**config.mk**
```make
export PLATFORM = sky130hd
export DESIGN_NAME = cd_config_multi
export DESIGN_NICKNAME = d
export VERILOG_FILES = /design/src/rtl/cd_config_multi.sv
export SDC_FILE = /design/constraint.sdc
export NUM_CORES = 1
export LEC_CHECK = 0
export BUFFER_PORTS_ARGS = -buffer_cell sky130_fd_sc_hd__buf_4
export CAP_MARGIN = 30
export CORE_MARGIN = 2
export CORE_UTILIZATION = 50
export CTS_CLUSTER_DIAMETER = 100
export DETAILED_ROUTE_END_ITERATION = 8
export HOLD_SLACK_MARGIN = 0.08
export PLACE_DENSITY_LB_ADDON = 0.08
export SYNTH_ARGS = -nofsm -noshare
export SYNTH_HDL_FRONTEND = slang
export SYNTH_SLANG_ARGS = --single-unit
```
**constraint.sdc**
```tcl
create_clock -name clk -period 7.8 [get_ports clk]
set_input_delay 1.56 -clock clk [delete_from_list [all_inputs] [get_ports clk]]
set_output_delay 1.56 -clock clk [all_outputs]
set_load 0.01 [all_outputs]
```
**src/rtl/cd_config_multi.sv**
```systemverilog
`default_nettype none
// ============================================================================
// cd_config_multi : N_CH clock-divider channels with shadowed, wrap-committed
//                   limit configuration through one shared write port.
// Revision 1.0
// ============================================================================
module cd_config_multi #(
   parameter int                          N_CH              = 4,
   parameter int                          WIDTH_CONFIG_ADDR = 3,
   parameter int                          WIDTH_LIMIT       = 16,
   parameter logic [N_CH*WIDTH_LIMIT-1:0] RST_LIMIT         = {N_CH{16'd5207}}
) (
   input  logic                          clk,
   input  logic                          rst,
   input  logic [WIDTH_CONFIG_ADDR-1:0]  c_addr,
   input  logic [WIDTH_LIMIT-1:0]        c_data,
   input  logic                          c_valid,
   input  logic                          c_immediate,
   output logic [N_CH-1:0]               c_ready,
   output logic                          c_error,
   output logic [N_CH*WIDTH_LIMIT-1:0]   limit,
   output logic [N_CH-1:0]               tick,
   output logic [N_CH-1:0]               clk_div
);

   logic [N_CH-1:0] w_sel;
   logic [N_CH-1:0] w_ready;
   logic            w_hit;
   logic            w_busy;
   logic            w_accept;
   logic            err_q;

   // An out-of-range address selects no channel, so it is rejected via w_hit.
   assign w_hit    = |w_sel;
   assign w_busy   = |(w_sel & ~w_ready);
   assign w_accept = c_valid & w_hit & ~w_busy & (c_data != '0);

   always_ff @(posedge clk or posedge rst) begin
      if (rst) begin
         err_q <= 1'b0;
      end else begin
         err_q <= c_valid & ~w_accept;
      end
   end

   assign c_error = err_q;
   assign c_ready = w_ready;

   generate
      for (genvar i = 0; i < N_CH; i++) begin : g_ch
         logic [WIDTH_LIMIT-1:0] cnt_q;
         logic [WIDTH_LIMIT-1:0] active_q;
         logic [WIDTH_LIMIT-1:0] shadow_q;
         logic                   ready_q;
         logic                   tick_q;
         logic                   clk_div_q;
         logic                   w_wrap;
         logic                   w_imm;
         logic                   w_def;

         assign w_sel[i] = (c_addr == WIDTH_CONFIG_ADDR'(i));
         assign w_wrap   = (cnt_q == active_q);
         assign w_imm    = w_accept & w_sel[i] & c_immediate;
         assign w_def    = w_accept & w_sel[i] & ~c_immediate;

         always_ff @(posedge clk or posedge rst) begin
            if (rst) begin
               cnt_q     <= '0;
               active_q  <= RST_LIMIT[i*WIDTH_LIMIT +: WIDTH_LIMIT];
               shadow_q  <= RST_LIMIT[i*WIDTH_LIMIT +: WIDTH_LIMIT];
               ready_q   <= 1'b1;
               tick_q    <= 1'b0;
               clk_div_q <= 1'b0;
            end else if (w_imm) begin
               // Immediate write restarts the channel and overrides any wrap.
               active_q  <= c_data;
               cnt_q     <= '0;
               tick_q    <= 1'b0;
               clk_div_q <= 1'b0;
            end else begin
               if (w_wrap) begin
                  cnt_q     <= '0;
                  tick_q    <= 1'b1;
                  clk_div_q <= ~clk_div_q;
                  if (!ready_q) begin
                     active_q <= shadow_q;
                     ready_q  <= 1'b1;
                  end
               end else begin
                  cnt_q  <= cnt_q + 1'b1;
                  tick_q <= 1'b0;
               end
               // Only accepted when idle, so it never collides with a commit.
               if (w_def) begin
                  shadow_q <= c_data;
                  ready_q  <= 1'b0;
               end
            end
         end

         assign w_ready[i]                          = ready_q;
         assign tick[i]                             = tick_q;
         assign clk_div[i]                          = clk_div_q;
         assign limit[i*WIDTH_LIMIT +: WIDTH_LIMIT] = active_q;
      end
   endgenerate

endmodule
`default_nettype wire

```
== Yosys cells after proc, flatten, opt, wreduce, memory -nomap -nowiden ==
Cells that the tools add are included.

* Flip-flop bits (word level): 205
* Input bits: 23
* Output and inout port bits: 77
* Logic and storage cells: 137

* Add/sub/neg operators: 4
* Equality and inequality tests: 11
* Mux-type cells: 44
* Bitwise gates (word level): 29
* Reductions and logical operators: 24

{| class="wikitable"
|+ Operators by type and width
! kind !! count
|-
| 16-bit 2-to-1 mux || 20
|-
| 16-bit by 1-bit adder with 16-bit output, second input constant || 4
|-
| 16-bit equality test || 4
|-
| 1-bit 2-to-1 mux || 24
|-
| 2-bit AND reduction || 12
|-
| 1-bit bitwise AND || 16
|-
| 16-bit nonzero test || 1
|-
| 2-bit nonzero test || 8
|-
| 1-bit inverter || 11
|-
| 2-bit by 1-bit inequality test with 1-bit output, second input constant || 4
|-
| 4-bit OR reduction || 2
|-
| 3-bit by 2-bit equality test with 1-bit output, second input constant || 2
|-
| 4-bit bitwise AND || 1
|-
| 4-bit inverter || 1
|-
| 3-bit by 1-bit equality test with 1-bit output, second input constant || 1
|-
| 3-bit logical NOT || 1
|}

== Logic depth before layout (Yosys ltp) ==
Gate-level depths: netlist of run 1.

* Word-level depth: 10
* Mapped depth: 8
* Gate-level depth less buffers: 6

== Worst setup path before layout of run 1 ==
OpenSTA, ideal clock, no wires.

* Path kind: input -> register
* Start: in c_addr[0]
* End: reg g_ch[3].shadow_q[3]
* Library setup time: 128 ps
* Data arrival time: 3337 ps
* Data required time: 7672 ps
* Path slack: 4336 ps
* Cell stages on the path: 7
* Path buffers: 2
* Path through: buf_2 > nor2b_4 > a211o_1 > nor4_4 > nand4_4 > buf_4 > mux2_1

* Word-level cells in the longest chain between the ends: 10
* Elaborated cells on any way between the ends: 16
* Those cells by class: 3 x eq/ne; 9 x bitwise; 4 x reduce/logical

{| class="wikitable"
|+ RTL lines
! item !! line !! source
|-
| start: declaration || 15 || <nowiki>input logic [WIDTH_CONFIG_ADDR-1:0] c_addr,</nowiki>
|-
| 3-bit by 1-bit equality test with 1-bit output, or another cell as far along || 61 || <nowiki>assign w_sel[i] = (c_addr == WIDTH_CONFIG_ADDR'(i));</nowiki>
|-
| 4-bit bitwise AND || 35 || <nowiki>assign w_busy = |(w_sel & ~w_ready);</nowiki>
|-
| 4-bit OR reduction || 35 ||
|-
| 1-bit inverter || 36 || <nowiki>assign w_accept = c_valid & w_hit & ~w_busy & (c_data != '0);</nowiki>
|-
| 1-bit bitwise AND (2 in series) || 36 ||
|-
| 1-bit bitwise AND * || 63, 64 ||
|-
| 1-bit bitwise AND || 63 || <nowiki>assign w_imm = w_accept & w_sel[i] & c_immediate;</nowiki>
|-
| 1-bit inverter (no source line) || -- ||
|-
| 2-bit AND reduction (no source line) * || -- ||
|-
| end signal: assignment || 70 || <nowiki>shadow_q <= RST_LIMIT[i*WIDTH_LIMIT +: WIDTH_LIMIT];</nowiki>
|-
| end signal: assignment || 95 || <nowiki>shadow_q <= c_data;</nowiki>
|-
| end: declaration || 53 || <nowiki>logic [WIDTH_LIMIT-1:0] shadow_q;</nowiki>
|}

Every way passes the cells marked *; elsewhere a longest branch is shown, timed or not.
A chain may end at the register's enable or synchronous reset.

== Worst setup path in the final report of run 1 ==
* Start: in c_addr[0]
* End: reg g_ch[2].shadow_q[7]

* Word-level cells in the longest chain between the ends: 10
* Elaborated cells on any way between the ends: 16
* Those cells by class: 3 x eq/ne; 9 x bitwise; 4 x reduce/logical

{| class="wikitable"
|+ RTL lines
! item !! line
|-
| 3-bit by 1-bit equality test with 1-bit output, or another cell as far along || 61
|-
| 4-bit bitwise AND || 35
|-
| 4-bit OR reduction || 35
|-
| 1-bit inverter || 36
|-
| 1-bit bitwise AND (2 in series) || 36
|-
| 1-bit bitwise AND * || 63, 64
|-
| 1-bit bitwise AND || 63
|-
| 1-bit inverter (no source line) || --
|-
| 2-bit AND reduction (no source line) * || --
|-
| end signal: assignment || 70
|-
| end signal: assignment || 95
|-
| end: declaration || 53
|}

Marked as above.

==> results of run 1 <==
## cell type report
type	count	share of cell area
clock inverters	6	0.00710
inverters	14	0.00532
clock buffers	35	0.0594
flip-flops and latches	205	0.461
multi-input cells	548	0.364
well taps	234	0.0259
repair buffers	112	0.0769
## worst max path at each step
| stage | to | from | depth (start not counted) | slack (ps) |
|---|---|---|---|---|
| 3_3_place_gp | g_ch[3].active_q[4] | c_data[3] | 7 | 3800 |
| 6_report | g_ch[2].shadow_q[7] | c_addr[0] | 6 | 4490 |
| 2_1_floorplan | c_error | rst | 1 | 740 |
| 4_1_cts | g_ch[2].shadow_q[7] | c_addr[0] | 6 | 4500 |
| 5_1_grt | g_ch[0].active_q[7] | c_data[0] | 8 | 4370 |
| 3_5_place_dp | g_ch[2].shadow_q[7] | c_addr[0] | 6 | 3980 |
## cells by family (layout without fill, tap and decap cells)
| kind of cell | count (synthesis) | count (layout) | synth area share |
|---|---|---|---|
| simple gates | 280 | 280 | 0.159 |
| buf+inv | 58 | 167 | 0.0301 |
| mux | 64 | 64 | 0.0751 |
| flops | 205 | 205 | 0.542 |
| fa+ha+maj | 4 | 4 | 0.00522 |
| compound gates | 78 | 78 | 0.0768 |
| xor+xnor | 122 | 122 | 0.111 |
## flip-flops by register name, indices dropped and copies added, names as in the netlist
signal,count
g_ch.tick_q,4
g_ch.cnt_q,64
g_ch.ready_q,4
g_ch.clk_div_q,4
g_ch.shadow_q,64
g_ch.active_q,64
c_error,1
## worst max-delay path, stage by stage
cell and delay, ps:
buf_4 150, nor2b_4 150, a211o_1 400, nor4_4 550, nand4b_4 410, mux2_1 450
## synthesized netlist by cell type (2+ instances only)
master	instances	area [um2]
clkbuf_1	20	75.1
mux2_2	46	518
inv_1	14	52.6
a21oi_1	5	25.0
mux2_1	18	203
nand2_1	23	86.3
nand2b_1	4	25.0
dfstp_2	60	1580
nor4_1	23	144
or2_2	2	12.5
a22oi_1	2	15.0
nand2_2	2	12.5
nand4_1	10	62.6
and2_1	71	444
a21boi_0	2	15.0
buf_4	14	105
xnor2_1	33	289
and3_1	9	56.3
nor3_1	13	65.1
and4_1	10	87.6
a221o_1	64	641
nor2_1	85	319
xor2_1	89	780
ha_1	4	50.1
nand3_1	21	105
dfrtp_1	145	3630
buf_2	9	45.0
## power by group
group | leakage, nW | internal [mW] | switching [mW]
Sequential | 2.52 | 1.45 | 0.375
Combinational | 2.46 | 0.556 | 0.447
Clock | 0.372 | 0.656 | 0.424
## metrics by stage
stage | instance area [um2] | utilization | instances | hold WS (ps) | total power, mW
global placement | 10500 | 0.557 | 1106 | 478 | 2.81
floorplan | 9600 | - | 811 | 465 | 2.36
global route | 11300 | 0.601 | 1154 | 508 | 4.12
detailed placement | 10500 | 0.559 | 1111 | 483 | 2.84
finish | 11300 | 0.601 | 1154 | 491 | 3.91
CTS | 11200 | 0.599 | 1152 | 497 | 3.94
## cells in the final DEF (no fill, tap or decap), types with 18 or more instances in the layout
| cell | count |
|---|---|
| and2_1 | 71 |
| nand2_1 | 23 |
| xnor2_1 | 33 |
| clkbuf_16 | 23 |
| dfrtp_1 | 145 |
| mux2_1 | 18 |
| nand3_1 | 21 |
| dfstp_2 | 60 |
| buf_4 | 109 |
| xor2_1 | 89 |
| nor2_1 | 85 |
| mux2_2 | 46 |
| nor4_1 | 23 |
| a221o_1 | 64 |
## routing by layer
metal | wire length, um | up-vias | track usage
li1 | - | 3034 | -
met5 | 0 | - | 0
met2 | 11100 | 172 | 0.373
met4 | 490 | 0 | 0.0604
met1 | 10500 | 3345 | 0.336
met3 | 1270 | 38 | 0.0394
==> metrics.md, run 1 <==
| Metric | Value |
|---|---|
| Die X | 143 um |
| Slew Limit Headroom | 0.332 |
| Net Count, Synth | 838 |
| DRC Markers | 0 |
| Worst-margin pin slew | 998 ps |
| Hold Path Class | reg2reg |
| Post-Syn Area | 0.00960 mm2 |
| Vias per cell | 5.71 |
| Grt ovf | 0 |
| Startpoint Class | input pin |
| Drt first pass iters | 4 |
| Num CTS Buffers | 23 |
| GPL Wtd Cong | 0.831 |
| Antenna Violating Nets Remaining | 0 |
| Hold_buf cts | 0 |
| Clk sink count | 205 |
| Crit end category | flop |
| Initial antenna violation count | 0 |
| Cells after Synth | 811 |
| Area grow syn2layout | 17.6% |
| Vias in the first global route | 6,552 |
| WHS Path Cells | 1 |
| Worst path required time | 8180 ps |
| Pleak | 5.36 nW |
| Port-buffer cells | 99 |
| Clock Latency Late Sink | 510 ps |
| Max IR drop VDD | 0.172 mV |
| Die H | 143 um |
| Core Region | 0.0188 mm2 |
| Max clock buf depth | 3 |
| Fillers | 1,552 |
| RSZ-0062 raised after global routing | false |
| Post-CTS setup buffer count | 0 |
| Post-synth EDFFs | 0 |
| R2R Path End | g_ch[2].shadow_q[7] |
| Pin count of the biggest net entering global routing | 128 |
| # diodes | 0 |
| Clock root cell | clkbuf_16 |
| Synth unique cells | 40 |
| Max Fclk | 0.302 GHz |
| Multi-input gate area | 0.00411 mm2 |
| Outcome | completed |
| Clock-pin slew on the worst setup and hold paths | 60 ps |
| Layout Skew | 8.07 ps |
| GRT Total Usage | 0.234 |
| HPWL Detailed | 16,100 um |
| Share of cells above drive strength 1 | 0.286 |
| Worst min-delay path startpoint | g_ch[2].shadow_q[5] |
| Hold worst-path end | g_ch[2].shadow_q[5] |
| Crit-path max FO | 17 |
| H-Tree Depth | 1 |
| Critical path type | in2reg |
| Iteration-0 DRC count of the detailed router | 386 |
| Via count | 6,589 |
| Synth Flop Type | dfrtp_1 |
| Initial core utilization | 0.511 |
| Asr flop ratio synth | 1.00 |
| WL final | 23,400 um |
| R2R setup slack | 5220 ps |
| Avg Cell Area, Syn | 11.8 um2 |
| TritonCTS clock tree | yes |
| Final Hold Violating Endpoints | 0 |
| Global-route wire length before repair | 37,100 um |
| Worst slack at placement | 3980 ps |
| Final setup viols | 0 |
| Ports | 100 |
| Max cap viols | 0 |
| Number of synthesis warnings | 0 |
| Post-CTS Resized | 0 |
| PwrDens | 346 mW/mm2 |
| Fin crit share | 0.425 |
| Final #Nets | 931 |
| Final setup TNS | 0 ps |
| R2R depth | 5 |
| Row Count | 50 |
| Routed len/inst | 20.2 um |
| Fin crit period | 3310 ps |
| Register area | 0.00520 mm2 |
| Critical Path AT | 3690 ps |
| Slack of the critical path | 4490 ps |
| Die area | 0.0203 mm2 |
| R2R Path Start | g_ch[1].ready_q |
| Max Slew Vio Count | 0 |
| Post-synthesis sequential area ratio | 0.542 |
| Synthesis-stage register bit count | 205 |
Note: power is estimated with default switching activity, not from simulation.
==> run 2: changes to the inputs <==
clock period = 3.04 ns   (was 7.8 ns; I/O delays follow)
==> run 2 against run 1 <==
First-iteration DRC count is 6.0% higher. Hold slack got worse by 74 ps. Flip-flop and latch count stayed put. Cell count increased by 1.2%. Setup slack worse by 4000 ps. Die area stayed put. Core utilization up 0.53 points. Clock-buffer cell count increased by 1. Power grew to 2.5 times the previous value.
==> metrics.md, run 2 (same netlist as run 1, synthesis figures left out) <==
| Metric | Value |
|---|---|
| Outcome | completed (unchanged) |
| TritonCTS clock tree | yes (unchanged) |
| # diodes | 0 (unchanged) |
| Area grow syn2layout | 18.6% (was 17.6%) |
| Max Fclk | 0.395 GHz |
| Final Hold Violating Endpoints | 0 (unchanged) |
| Slowest CP cell | dfstp_2 (was nor4_4) |
| HPWL Detailed | 16,800 um (was 16,100 um) |
| Num CTS Buffers | 23 (unchanged) |
| Die area | 0.0203 mm2 (unchanged) |
| WHS | 417 ps (was 491 ps) |
| Critical path type | reg2reg (was in2reg) |
| Crit-path max FO | 17 (unchanged) |
| Max IR drop VDD | 0.470 mV (was 0.172 mV) |
| R2R setup slack | 510 ps (was 5220 ps) |
| Sequential share of power | 0.471 (was 0.467) |
| GRT Total Usage | 0.247 (was 0.234) |
| DRC Markers | 0 (unchanged) |
| Final Cell Area | 0.0114 mm2 (was 0.0113 mm2) |
| Biggest regs | g_ch.active_q: 64 flops, g_ch.cnt_q: 64 flops, g_ch.shadow_q: 64 flops (unchanged) |
| Ports | 100 (unchanged) |
| Vias per cell | 5.76 (was 5.71) |
| Fin crit share | 0.833 |
| Iteration-0 DRC count of the detailed router | 409 (was 386) |
| Hold worst-path end | c_error (was g_ch[2].shadow_q[5]) |
| Fin crit period | 2530 ps |
| Clk sink count | 205 (unchanged) |
| Final setup TNS | 0 ps (unchanged) |
| Slack of the critical path | 506 ps (was 4490 ps) |
| Worst-margin pin slew | 688 ps (was 998 ps) |
| Slew Limit Headroom | 0.537 (was 0.332) |
| PwrDens | 870 mW/mm2 (was 346 mW/mm2) |
| Non-filler cells, final | 1,168 (was 1,154) |
| Die X | 143 um (unchanged) |
| WHS Path Cells | 2 (was 1) |
| Pleak | 5.41 nW (was 5.36 nW) |
| Via count | 6,727 (was 6,589) |
| Antenna Violating Nets Remaining | 0 (unchanged) |
| Final core occ | 0.607 (was 0.601) |
| H-Tree Depth | 1 (unchanged) |
| Post-DP Area | 0.0107 mm2 (was 0.0105 mm2) |
| Final setup viols | 0 (unchanged) |
| Clock root cell | clkbuf_16 (unchanged) |
| GPL Wtd Cong | 0.832 (was 0.831) |
| NetSw | 3.20 mW (was 1.25 mW) |
| Sw frac | 0.323 (was 0.319) |
| Critical Path AT | 2920 ps (was 3690 ps) |
| Pin count of the biggest net entering global routing | 35 (was 128) |
| Port-buffer cells | 99 (unchanged) |
| RSZ-0062 raised after global routing | false (unchanged) |
| Tot Pwr | 9.91 mW (was 3.91 mW) |
| Comb pwr share | 0.264 (was 0.257) |
| Initial core utilization | 0.511 (unchanged) |
| Initial antenna violation count | 0 (unchanged) |
| WL final | 24,200 um (was 23,400 um) |
| Die H | 143 um (unchanged) |
| Crit end category | flop (unchanged) |
| Row Count | 50 (unchanged) |
| Core Region | 0.0188 mm2 (unchanged) |
| Worst min-delay path startpoint | c_valid (was g_ch[2].shadow_q[5]) |
| Max cap viols | 0 (unchanged) |
| Max Slew Vio Count | 0 (unchanged) |
| WP buf/inv | 1 (unchanged) |
| R2R Path End | g_ch[2].shadow_q[8] (was g_ch[2].shadow_q[7]) |
| Delay-heaviest family, CP | simple AND/OR/NAND/NOR gates (unchanged) |
| Cell chain of the critical path | inv_1, a211o_1, nor4_4, nand4b_4, mux2_1 (was buf_4, nor2b_4, a211o_1, nor4_4, nand4b_4, mux2_1) |
| Routed len/inst | 20.8 um (was 20.2 um) |
| Most frequent cells in the layout | 145 x dfrtp_1, 120 x buf_4, 89 x xor2_1 (was 145 x dfrtp_1, 109 x buf_4, 89 x xor2_1) |
| Final #Nets | 945 (was 931) |
| Share of cells above drive strength 1 | 0.296 (was 0.286) |
| Dpl cells | 1,126 (was 1,111) |
| Crit path largest cell delay | 570 ps (was 550 ps) |
| Startpoint Class | flop (was input pin) |
| Max clock buf depth | 3 (unchanged) |
| Drt first pass iters | 5 (was 4) |
| Global-route wire length before repair | 39,200 um (was 37,100 um) |
| Critical path depth in cells | 5 (was 6) |
| Layout Skew | 9.83 ps (was 8.07 ps) |
| Clock-pin slew on the worst setup and hold paths | 60 ps (about the same) |
| Worst path required time | 3420 ps (was 8180 ps) |
| Grt ovf | 0 (unchanged) |
| R2R Path Start | g_ch[1].ready_q (unchanged) |
| Hold Path Class | in2reg (was reg2reg) |
| Most common cell after layout, fill and taps aside | dfrtp_1 (unchanged) |
| Clock network fraction of design power | 0.265 (was 0.276) |
| Vias in the first global route | 6,962 (was 6,552) |
| Worst slack at placement | 272 ps (was 3980 ps) |
| Post-CTS setup buffer count | 0 (unchanged) |
| Clock Latency Late Sink | 510 ps (about the same) |
| Post-CTS Resized | 0 (unchanged) |
| R2R depth | 5 (unchanged) |
| Pint | 6.71 mW (was 2.66 mW) |
[run 2: cell types whose count changed in the layout (fill, tap and decap cells not counted)]
| cell | delta |
|---|---|
| dlygate4sd3_1 | +1 |
| clkinvlp_4 | +2 |
| inv_8 | -1 |
| buf_6 | -2 |
| buf_16 | -1 |
| buf_4 | +11 |
| buf_12 | +5 |
| clkbuf_8 | +1 |
| bufinv_16 | -2 |
[run 2: worst max-delay path by stage]
stage                          from                  end  slack (ps)
global placement          c_addr[0]  g_ch[2].shadow_q[5]         390
detailed placement        c_addr[0]  g_ch[2].shadow_q[7]         270
global route        g_ch[1].ready_q  g_ch[2].shadow_q[8]         420
CTS                 g_ch[1].ready_q  g_ch[2].shadow_q[8]         530
floorplan                       rst              c_error        -180
finish              g_ch[1].ready_q  g_ch[2].shadow_q[8]         510
[run 2: timing repair]
| item | in CTS | in global routing |
|---|---|---|
| hold buffers | 1 | 0 |
| setup endpoints to repair | 0 | 0 |
| endpoints found under the hold margin | 6 | 0 |
[run 2: final cells by class]
type / count / area (um2)
Sequential cell: 205 / 5200
Tap cell: 234 / 293
Timing Repair Buffer: 126 / 1010
Fill cell: 1556 / 7380
Clock inverter: 5 / 27.5
Clock buffer: 36 / 684
Multi-Input combinational cell: 548 / 4110
Inverter: 14 / 56.3
[run 2: metal layers]
layer	vias up	track usage	wire [um]
met1	3445	0.352	11100
met4	0	0.0563	452
met2	171	0.403	11600
met5	-	0	0
met3	38	0.0357	1130
li1	3073	-	-
[run 2: power groups by stage]
stage	combinational [mW]	sequential [mW]	clock [mW]
final	2.61	4.67	2.63
after global routing	2.89	4.78	2.78
after CTS	2.65	4.67	2.67
after detailed placement	2.64	4.69	0
after global placement	2.55	4.68	0
after floorplan	1.53	4.53	0
